--- src/rtl/mult32_seq_pkg.sv ---
// Shared constants and FSM encoding for the sequential 32x32 multiplier.
// MUL_WIDTH / MUL_CNT_W are the defaults picked up by the interface and the top.
package mul_pkg;

  localparam int MUL_WIDTH = 32;
  localparam int MUL_CNT_W = 6;

  typedef enum logic [1:0] {
    S_IDLE = 2'd0,
    S_CALC = 2'd1,
    S_DONE = 2'd2
  } state_t;

endpackage

--- src/rtl/mult32_seq_if.sv ---
// Request/response bundle between the CPU controller (master) and the MUL unit (slave).
// start is only honoured while busy is low; result is valid while done is high.
interface mult32_seq_if;
  import mul_pkg::*;

  logic                     start;
  logic [MUL_WIDTH-1:0]     operand1;
  logic [MUL_WIDTH-1:0]     operand2;
  logic                     busy;
  logic                     done;
  logic [2*MUL_WIDTH-1:0]   result;

  modport master (
    output start, operand1, operand2,
    input  busy, done, result
  );

  modport slave (
    input  start, operand1, operand2,
    output busy, done, result
  );

endinterface

--- src/rtl/mult32_seq_adder32.sv ---
// 32-bit ripple-style adder with carry in/out; combinational, no handshake.
// Shared step adder of the multiplier.
module adder32 (
  input  logic [31:0] a,
  input  logic [31:0] b,
  input  logic        cin,
  output logic [31:0] sum,
  output logic        cout
);

  assign {cout, sum} = {1'b0, a} + {1'b0, b} + {32'd0, cin};

endmodule

--- src/rtl/mult32_seq.sv ---
// Unsigned 32x32->64 shift-and-add multiplier, one add/shift per clock; start-to-done 33 clocks.
// No queueing: start is dropped while busy, so the controller stalls on busy/done.
module mult32_seq #(
  parameter int WIDTH = mul_pkg::MUL_WIDTH,
  parameter int CNT_W = mul_pkg::MUL_CNT_W
) (
  input logic         clk,
  input logic         rst,
  mult32_seq_if.slave bus
);
  import mul_pkg::*;

  if (WIDTH != 32) begin : g_bad_width
    $error("mult32_seq: WIDTH must be 32 to match the adder32 datapath");
  end
  if ((1 << CNT_W) <= WIDTH) begin : g_bad_cnt
    $error("mult32_seq: CNT_W too narrow for WIDTH iterations");
  end

  state_t               state;
  state_t               state_nxt;
  logic                 accept;
  logic                 last_step;

  logic [WIDTH-1:0]     mcand;
  logic [WIDTH-1:0]     acc_hi;
  logic [WIDTH-1:0]     acc_lo;
  logic [CNT_W-1:0]     cnt;
  logic [2*WIDTH-1:0]   result_q;

  logic [WIDTH-1:0]     addend;
  logic [WIDTH-1:0]     sum;
  logic                 cout;
  logic [2*WIDTH-1:0]   shifted;

  // Multiplier bits are consumed from acc_lo[0] as the partial product shifts in from the top.
  assign addend = acc_lo[0] ? mcand : '0;

  adder32 u_adder (
    .a    (acc_hi),
    .b    (addend),
    .cin  (1'b0),
    .sum  (sum),
    .cout (cout)
  );

  // Carry-out becomes the new MSB, so the 65-bit shift never loses a bit.
  assign shifted   = {cout, sum, acc_lo[WIDTH-1:1]};
  assign last_step = (cnt == CNT_W'(WIDTH - 1));

  always_ff @(posedge clk) begin
    if (rst) begin
      state <= S_IDLE;
    end else begin
      state <= state_nxt;
    end
  end

  always_comb begin
    state_nxt = state;
    accept    = 1'b0;
    case (state)
      S_IDLE: begin
        if (bus.start) begin
          accept    = 1'b1;
          state_nxt = S_CALC;
        end
      end
      S_CALC: begin
        if (last_step) begin
          state_nxt = S_DONE;
        end
      end
      S_DONE:  state_nxt = S_IDLE;
      default: state_nxt = S_IDLE;
    endcase
  end

  always_ff @(posedge clk) begin
    if (rst) begin
      mcand    <= '0;
      acc_hi   <= '0;
      acc_lo   <= '0;
      cnt      <= '0;
      result_q <= '0;
    end else if (accept) begin
      mcand  <= bus.operand1;
      acc_hi <= '0;
      acc_lo <= bus.operand2;
      cnt    <= '0;
    end else if (state == S_CALC) begin
      acc_hi <= shifted[2*WIDTH-1:WIDTH];
      acc_lo <= shifted[WIDTH-1:0];
      cnt    <= cnt + CNT_W'(1);
      if (last_step) begin
        result_q <= shifted;
      end
    end
  end

  assign bus.busy   = (state != S_IDLE);
  assign bus.done   = (state == S_DONE);
  assign bus.result = result_q;

endmodule

--- src/flat_wrapper.sv ---
// flat-port wrapper written by rule: the top's interface ports become plain ports
module mult32_seq_flat import mul_pkg::*;
#(
  parameter int WIDTH = mul_pkg::MUL_WIDTH,
  parameter int CNT_W = mul_pkg::MUL_CNT_W
)
  (clk, rst, bus_start, bus_operand1, bus_operand2, bus_busy, bus_done, bus_result);
  mult32_seq_if bus_i ();
  input logic clk;
  input logic rst;
  input wire logic [$bits(bus_i.start)-1:0] bus_start;
  input wire logic [$bits(bus_i.operand1)-1:0] bus_operand1;
  input wire logic [$bits(bus_i.operand2)-1:0] bus_operand2;
  output wire logic [$bits(bus_i.busy)-1:0] bus_busy;
  output wire logic [$bits(bus_i.done)-1:0] bus_done;
  output wire logic [$bits(bus_i.result)-1:0] bus_result;
  assign bus_i.start = bus_start;
  assign bus_i.operand1 = bus_operand1;
  assign bus_i.operand2 = bus_operand2;
  assign bus_busy = bus_i.busy;
  assign bus_done = bus_i.done;
  assign bus_result = bus_i.result;
  mult32_seq #(.WIDTH(WIDTH), .CNT_W(CNT_W)) u_core (.clk(clk), .rst(rst), .bus(bus_i));
endmodule
--- config.mk ---
export PLATFORM = sky130hd
export DESIGN_NAME = mult32_seq_flat
export DESIGN_NICKNAME = d
export VERILOG_FILES = /design/src/rtl/mult32_seq_pkg.sv /design/src/rtl/mult32_seq_if.sv /design/src/rtl/mult32_seq_adder32.sv /design/src/rtl/mult32_seq.sv /design/src/flat_wrapper.sv
export SDC_FILE = /design/constraint.sdc
export NUM_CORES = 1
export LEC_CHECK = 0
export BUFFER_PORTS_ARGS = -buffer_cell sky130_fd_sc_hd__buf_2
export CAP_MARGIN = 20
export CORE_ASPECT_RATIO = 0.7
export CORE_MARGIN = 2
export CORE_UTILIZATION = 60
export DETAILED_ROUTE_END_ITERATION = 10
export PLACE_DENSITY_LB_ADDON = 0.15
export RECOVER_POWER = 100
export SYNTH_ARGS = -nofsm -noshare
export SYNTH_HDL_FRONTEND = slang
export SYNTH_SLANG_ARGS = --single-unit
--- constraint.sdc ---
create_clock -name clk -period 7.6 [get_ports clk]
set_input_delay 0.38 -clock clk [delete_from_list [all_inputs] [get_ports clk]]
set_output_delay 0.38 -clock clk [all_outputs]
set_load 0.02 [all_outputs]
# Word-level counts from Yosys, hierarchy flattened
# Cells that the tools add are included.
[classes]
reduce_logical = 6
bitwise = 1
magnitude_cmp = 0
mul = 0
n_mux = 8
div = 0
n_eq_ne = 5
shifts = 0
n_addsub = 2
[ops]
columns = ["operator", "n"]
rows = [
  ["two-way mux 32 bit", 3],
  ["adder 32 x 32 -> 33 bit", 1],
  ["adder 6 x 1 -> 6 bit (second input constant)", 1],
  ["== test 6 x 5 -> 1 bit (second input constant)", 1],
  ["two-way mux 2 bit", 2],
  ["case mux 2 bit (2 select lines)", 1],
  ["nonzero test 2 bit", 2],
  ["AND reduction 3 bit", 1],
  ["== test 2 x 1 -> 1 bit (second input constant)", 1],
  ["== test 2 bit (second input constant)", 1],
  ["logical NOT 2 bit", 1],
  ["two-way mux 1 bit", 2],
  ["!= test 2 x 1 -> 1 bit (second input constant)", 1],
  ["!= test 2 bit (second input constant)", 1],
  ["AND reduction 2 bit", 1],
  ["OR reduction 2 bit", 1],
  ["NOT 1 bit", 1],
]
[word_totals]
out_inout_bits = 66
reg_bits = 168
latch_bits = 0
memories = 0
romBits = 0
inputBits = 67
word_cells = 28
ramBits = 0

# Longest topological paths before layout
[logic_depth]
word_depth = 4
depth_mapped = 11
mapped_depth_nobuf = 10

# Hierarchy
# Synthesis repeated with hierarchy kept, for this count alone.
[unflattened]
cells_unflattened = 1027
hier_area_um2 = 8851.0
[by_module_without_submodules]
columns = ["mod", "seq_area_each_um2", "n_inst", "cells_each", "area_per_inst_um2"]
rows = [
  ["mult32_seq", 3363.2, 1, 783, 7100.6],
  ["adder32", 0.0, 1, 244, 1750.4],
]

# Worst setup path after synthesis
# Ideal clock, no wire load.
[synth_path]
kind = "reg2reg"
start = "register u_core.acc_lo[0]"
end = "register u_core.result_q[59], in the netlist u_core.bus.result[59]"
setup_slack_ns = 4.811
t_required_ns = 7.483
path_stages_with_launch = 12
t_arrival_ns = 2.672
path_buffers = 1
path_cell_list = "dfxtp_1 > clkbuf_1 > and2_1 > ha_1 > fa_1 > a21o_2 > a221o_2 > a31oi_4 > o211ai_2 > a21oi_2 > xnor2_1 > a22o_1"
[synth_via]
elab_chain_len = 2
[synth_rtl]
columns = ["element", "line", "source"]
rows = [
  ["from (decl)", "mult32_seq.sv:27", "logic [WIDTH-1:0] acc_lo;"],
  ["from (signal assigned)", "mult32_seq.sv:89", "acc_lo <= bus.operand2;"],
  ["from (signal assigned)", "mult32_seq.sv:93", "acc_lo <= shifted[WIDTH-1:0];"],
  ["two-way mux 32 bit", "mult32_seq.sv:37", "assign addend = acc_lo[0] ? mcand : '0;"],
  ["adder 32 x 32 -> 33 bit", "mult32_seq_adder32.sv:11", "assign {cout, sum} = {1'b0, a} + {1'b0, b} + {32'd0, cin};"],
  ["to (signal assigned)", "mult32_seq.sv:96", "result_q <= shifted;"],
  ["to (decl)", "mult32_seq.sv:29", "logic [2*WIDTH-1:0] result_q;"],
]
# Every way passes these cells.
# A chain may end at the register's enable or synchronous reset.

# Worst setup path after layout
[layout_path]
start = "input port rst"
end = "register u_core.acc_hi[25]"
[layout_via]
elab_chain_len = 1
[layout_rtl]
columns = ["element", "line", "source"]
rows = [
  ["from (decl)", "flat_wrapper.sv:10", "input logic rst;"],
  ["OR reduction 2 bit (no source line)", "--", ""],
  ["to (signal assigned)", "mult32_seq.sv:92", "acc_hi <= shifted[2*WIDTH-1:WIDTH];"],
  ["to (decl)", "mult32_seq.sv:26", "logic [WIDTH-1:0] acc_hi;"],
]
# Every way passes these cells.

==> metrics.md <==
| Metric | Value |
|---|---|
| Slew Limit Fails | `192` |
| Slew HR | `-158%` |
| Yosys reg bits | `168` |
| Filler cells | `1148` |
| Final Hold Viols | `0` |
| Post-route ant nets | `0` |
| WHS Path Cells | `3` |
| Number of synthesized flops with an enable pin | `0` |
| Initial DRC Count | `625` |
| FF-to-FF path depth | `7` |
| Max-Cap Viols | `3` |
| Syn Std Cell Area | `7950 um^2` |
| FMAX | `0.213 GHz` |
| Die footprint | `14200 um^2` |
| Peak VDD IR | `0.153 mV` |
| Type of origin of the critical path | `input pin` |
| Layout cell share with drive strength beyond 1 | `10.2%` |
| Wire length of the first global-routing pass | `33300 um` |
| Seq/Total Area, Yosys | `42.3%` |
| CTS tree | `yes` |
| DP Area | `8570 um^2` |
| WL final | `20700 um` |
| IO buf count | `132` |
| Crit-path cells | `clkbuf_1, nand2b_1, clkbuf_1, nor2_1, a22o_1` |
| Final #Nets | `1201` |
| Grt ovf | `0` |
| Hold Slack | `0.178 ns` |
| RD Place Congestion | `0.994` |
| Clk_lat worst skew | `0.43 ns` |
| Initial antenna violation count | `1` |
| Worst R2R Start | `u_core.state[1]$_SDFFE_PP0P_` |
| RSZ-0062 raised after global routing | `false` |
| Clock Skew | `0.0163 ns` |
| Vias in the first global route | `6578` |
| Core area | `13100 um^2` |
| Min Clock Period, post-route | `4.69 ns` |
| Hold crit path type | `input pin to register` |
| Setup CP Type | `input pin to register` |
| Failing checks | `capacitance limit, slew limit` |
| Reg clk slew, reported paths | `0.07 ns` |
| Top Ports | `133` |
| Setup TNS | `0 ns` |
| Final instance area | `9020 um^2` |
| Post-Synthesis Cells | `1007` |
| WL per Instance | `16.2 um` |
| Num CTS Buffers | `17` |
| Synth cell types | `55` |
| CTS Buffer Depth | `2` |
| Prevailing post-synth register cell | `dfxtp_1` |
| Worst Hold Launch | `bus_operand1[11]` |
| Setup crit start | `rst` |
| Number of hold buffers added after cts | `0` |
| N_diodes | `0` |
| Pin count of the biggest net entering global routing | `91` |
| Crit end category | `register` |
| Postcts setup bufs | `0` |
| Area delta synth->final | `13.4%` |
| Static Leak | `3.44 nW` |
| Final Cycle Share | `61.7%` |
| Measured slew at the worst slew-check pin | `3.87 ns` |
| Number of detailed-route iterations in the first pass | `5` |
| DR vias/cell | `5.84` |
| Clock Tree Root | `clkbuf_16` |
| Post-DP HPWL | `14000 um` |
| Average instance area after synthesis | `7.90 um^2` |
| Power Density | `210 nW/um^2` |
| H-tree Lvls | `4` |
| GRT Resource Usage Total | `29.5%` |
| Setup violators final | `0` |
| Vias | `7467` |
| Starting Density | `60.9%` |
| Crit path max fanout | `90` |
| Die H | `100 um` |
| Critical Path RT | `7.92 ns` |
| Status | `finished with violations` |
| Resize count post-CTS | `0` |
| Ys async rst share | `0%` |
| CP peak stage delay | `2.66 ns` |
| Die W | `142 um` |
| Std cell rows | `35` |
| Most used cell, CP | `clkbuf_1` |
| Worst path slowest cell | `clkbuf_1` |
| Critical Path AT | `5.00 ns` |
| Sink Count | `168` |
| Syn Nets | `1108` |
| Yosys warnings | `0` |
| DR DRC count | `0` |
[cell usage after synthesis, types with 3 or more instances]
cell type	n	share of area, %
inv_1	8	0.38
or3_1	6	0.47
a21o_1	6	0.57
nand2_1	261	12
and2_1	33	2.6
o21ai_0	44	2.8
nand4_1	10	0.79
a22oi_1	32	3.0
xnor2_1	12	1.3
nor2_1	33	1.6
ha_1	33	5.2
nand3b_1	8	0.76
dfxtp_1	168	42
clkbuf_1	55	2.6
or4_1	3	0.28
nand3_1	21	1.3
nand2b_1	6	0.47
nor3_1	6	0.38
buf_1	4	0.19
a31oi_1	9	0.71
a211oi_1	8	0.76
a21oi_1	168	11
o211ai_1	5	0.47
clkbuf_8	4	0.69
xor2_1	20	2.2
a22o_1	8	0.88
buf_6	3	0.42
[cells in the final DEF (no fill, tap or decap), types with 10 or more instances in the layout]
master       n
dfxtp_1    168
clkbuf_16   17
nand4_1     10
xor2_1      20
nand2_1    261
clkbuf_1    72
a22oi_1     32
a21oi_1    168
a31oi_1     10
ha_1        33
buf_2       65
o21ai_0     44
xnor2_1     12
nand3_1     21
and2_1      30
nor2_1      32
[critical path: cells and delay by family]
family          cells  cell delay, ns
buf+inv             2            3.68
compound gates      1            0.32
simple gates        2            0.57
[per-stage QoR]
| step | power [mW] | std cells | setup slack, ns | utilization [%] |
|---|---|---|---|---|
| after floorplan | 1.03 | 1007 | 4.81 | - |
| after global placement | 1.07 | 1246 | 4.39 | 65.6 |
| after detailed placement | 1.07 | 1246 | 4.31 | 65.6 |
| after CTS | 1.90 | 1278 | 4.29 | 70.0 |
| after global routing | 1.96 | 1279 | 2.51 | 69.1 |
| final | 1.89 | 1279 | 2.91 | 69.1 |
[final cells by class]
| type | count | area (um^2) | share of cell area, % |
|---|---|---|---|
| multi-input combinational | 762 | 4200 | 46.6 |
| sequential | 168 | 3360 | 37.3 |
| timing repair buffer | 143 | 641 | 7.11 |
| clock buffer | 18 | 439 | 4.87 |
| tap | 166 | 208 | 2.30 |
| clock inverter | 14 | 133 | 1.47 |
| inverter | 8 | 30.0 | 0.333 |
[final timing paths]
check                                        to  slack, ns
min               u_core.mcand[11]$_SDFFE_PP0P_       0.18
max              u_core.acc_hi[25]$_SDFFE_PP0P_       2.91
max reg2reg       u_core.acc_lo[1]$_SDFFE_PP0P_       3.58
min reg2reg  u_core.bus.result[16]$_SDFFE_PP0P_       0.45
[registers in the layout, indices dropped and copies added, names as in the netlist]
signal and cells:
u_core.bus.result 64, u_core.acc_hi 32, u_core.acc_lo 32, u_core.mcand 32
u_core.cnt 6, u_core.state 2
[cell families after synthesis]
logic type | Yosys count | synth area share (%)
buffers and inverters | 77 | 4.81
AOI/OAI and AO/OA | 300 | 22.1
and+or+nand+nor | 396 | 21.8
DFF | 168 | 42.3
adders and majority gates | 34 | 5.44
xor gates and xnor gates | 32 | 3.52
[report_power, final]
part           switching (mW)  internal (mW)
registers              0.0198          0.905
logic                  0.0861         0.0468
clock network           0.393          0.442
total                   0.499           1.39
[per-layer routing]
metal | track usage [%] | wire, um | vias to the layer above
met4 | 7.08 | 215 | 0
met2 | 41.0 | 8590 | 292
li1 | - | - | 3671
met5 | 0 | 0 | -
met1 | 45.6 | 10200 | 3485
met3 | 7.44 | 1670 | 19
Note: power is estimated with default switching activity, not from simulation.
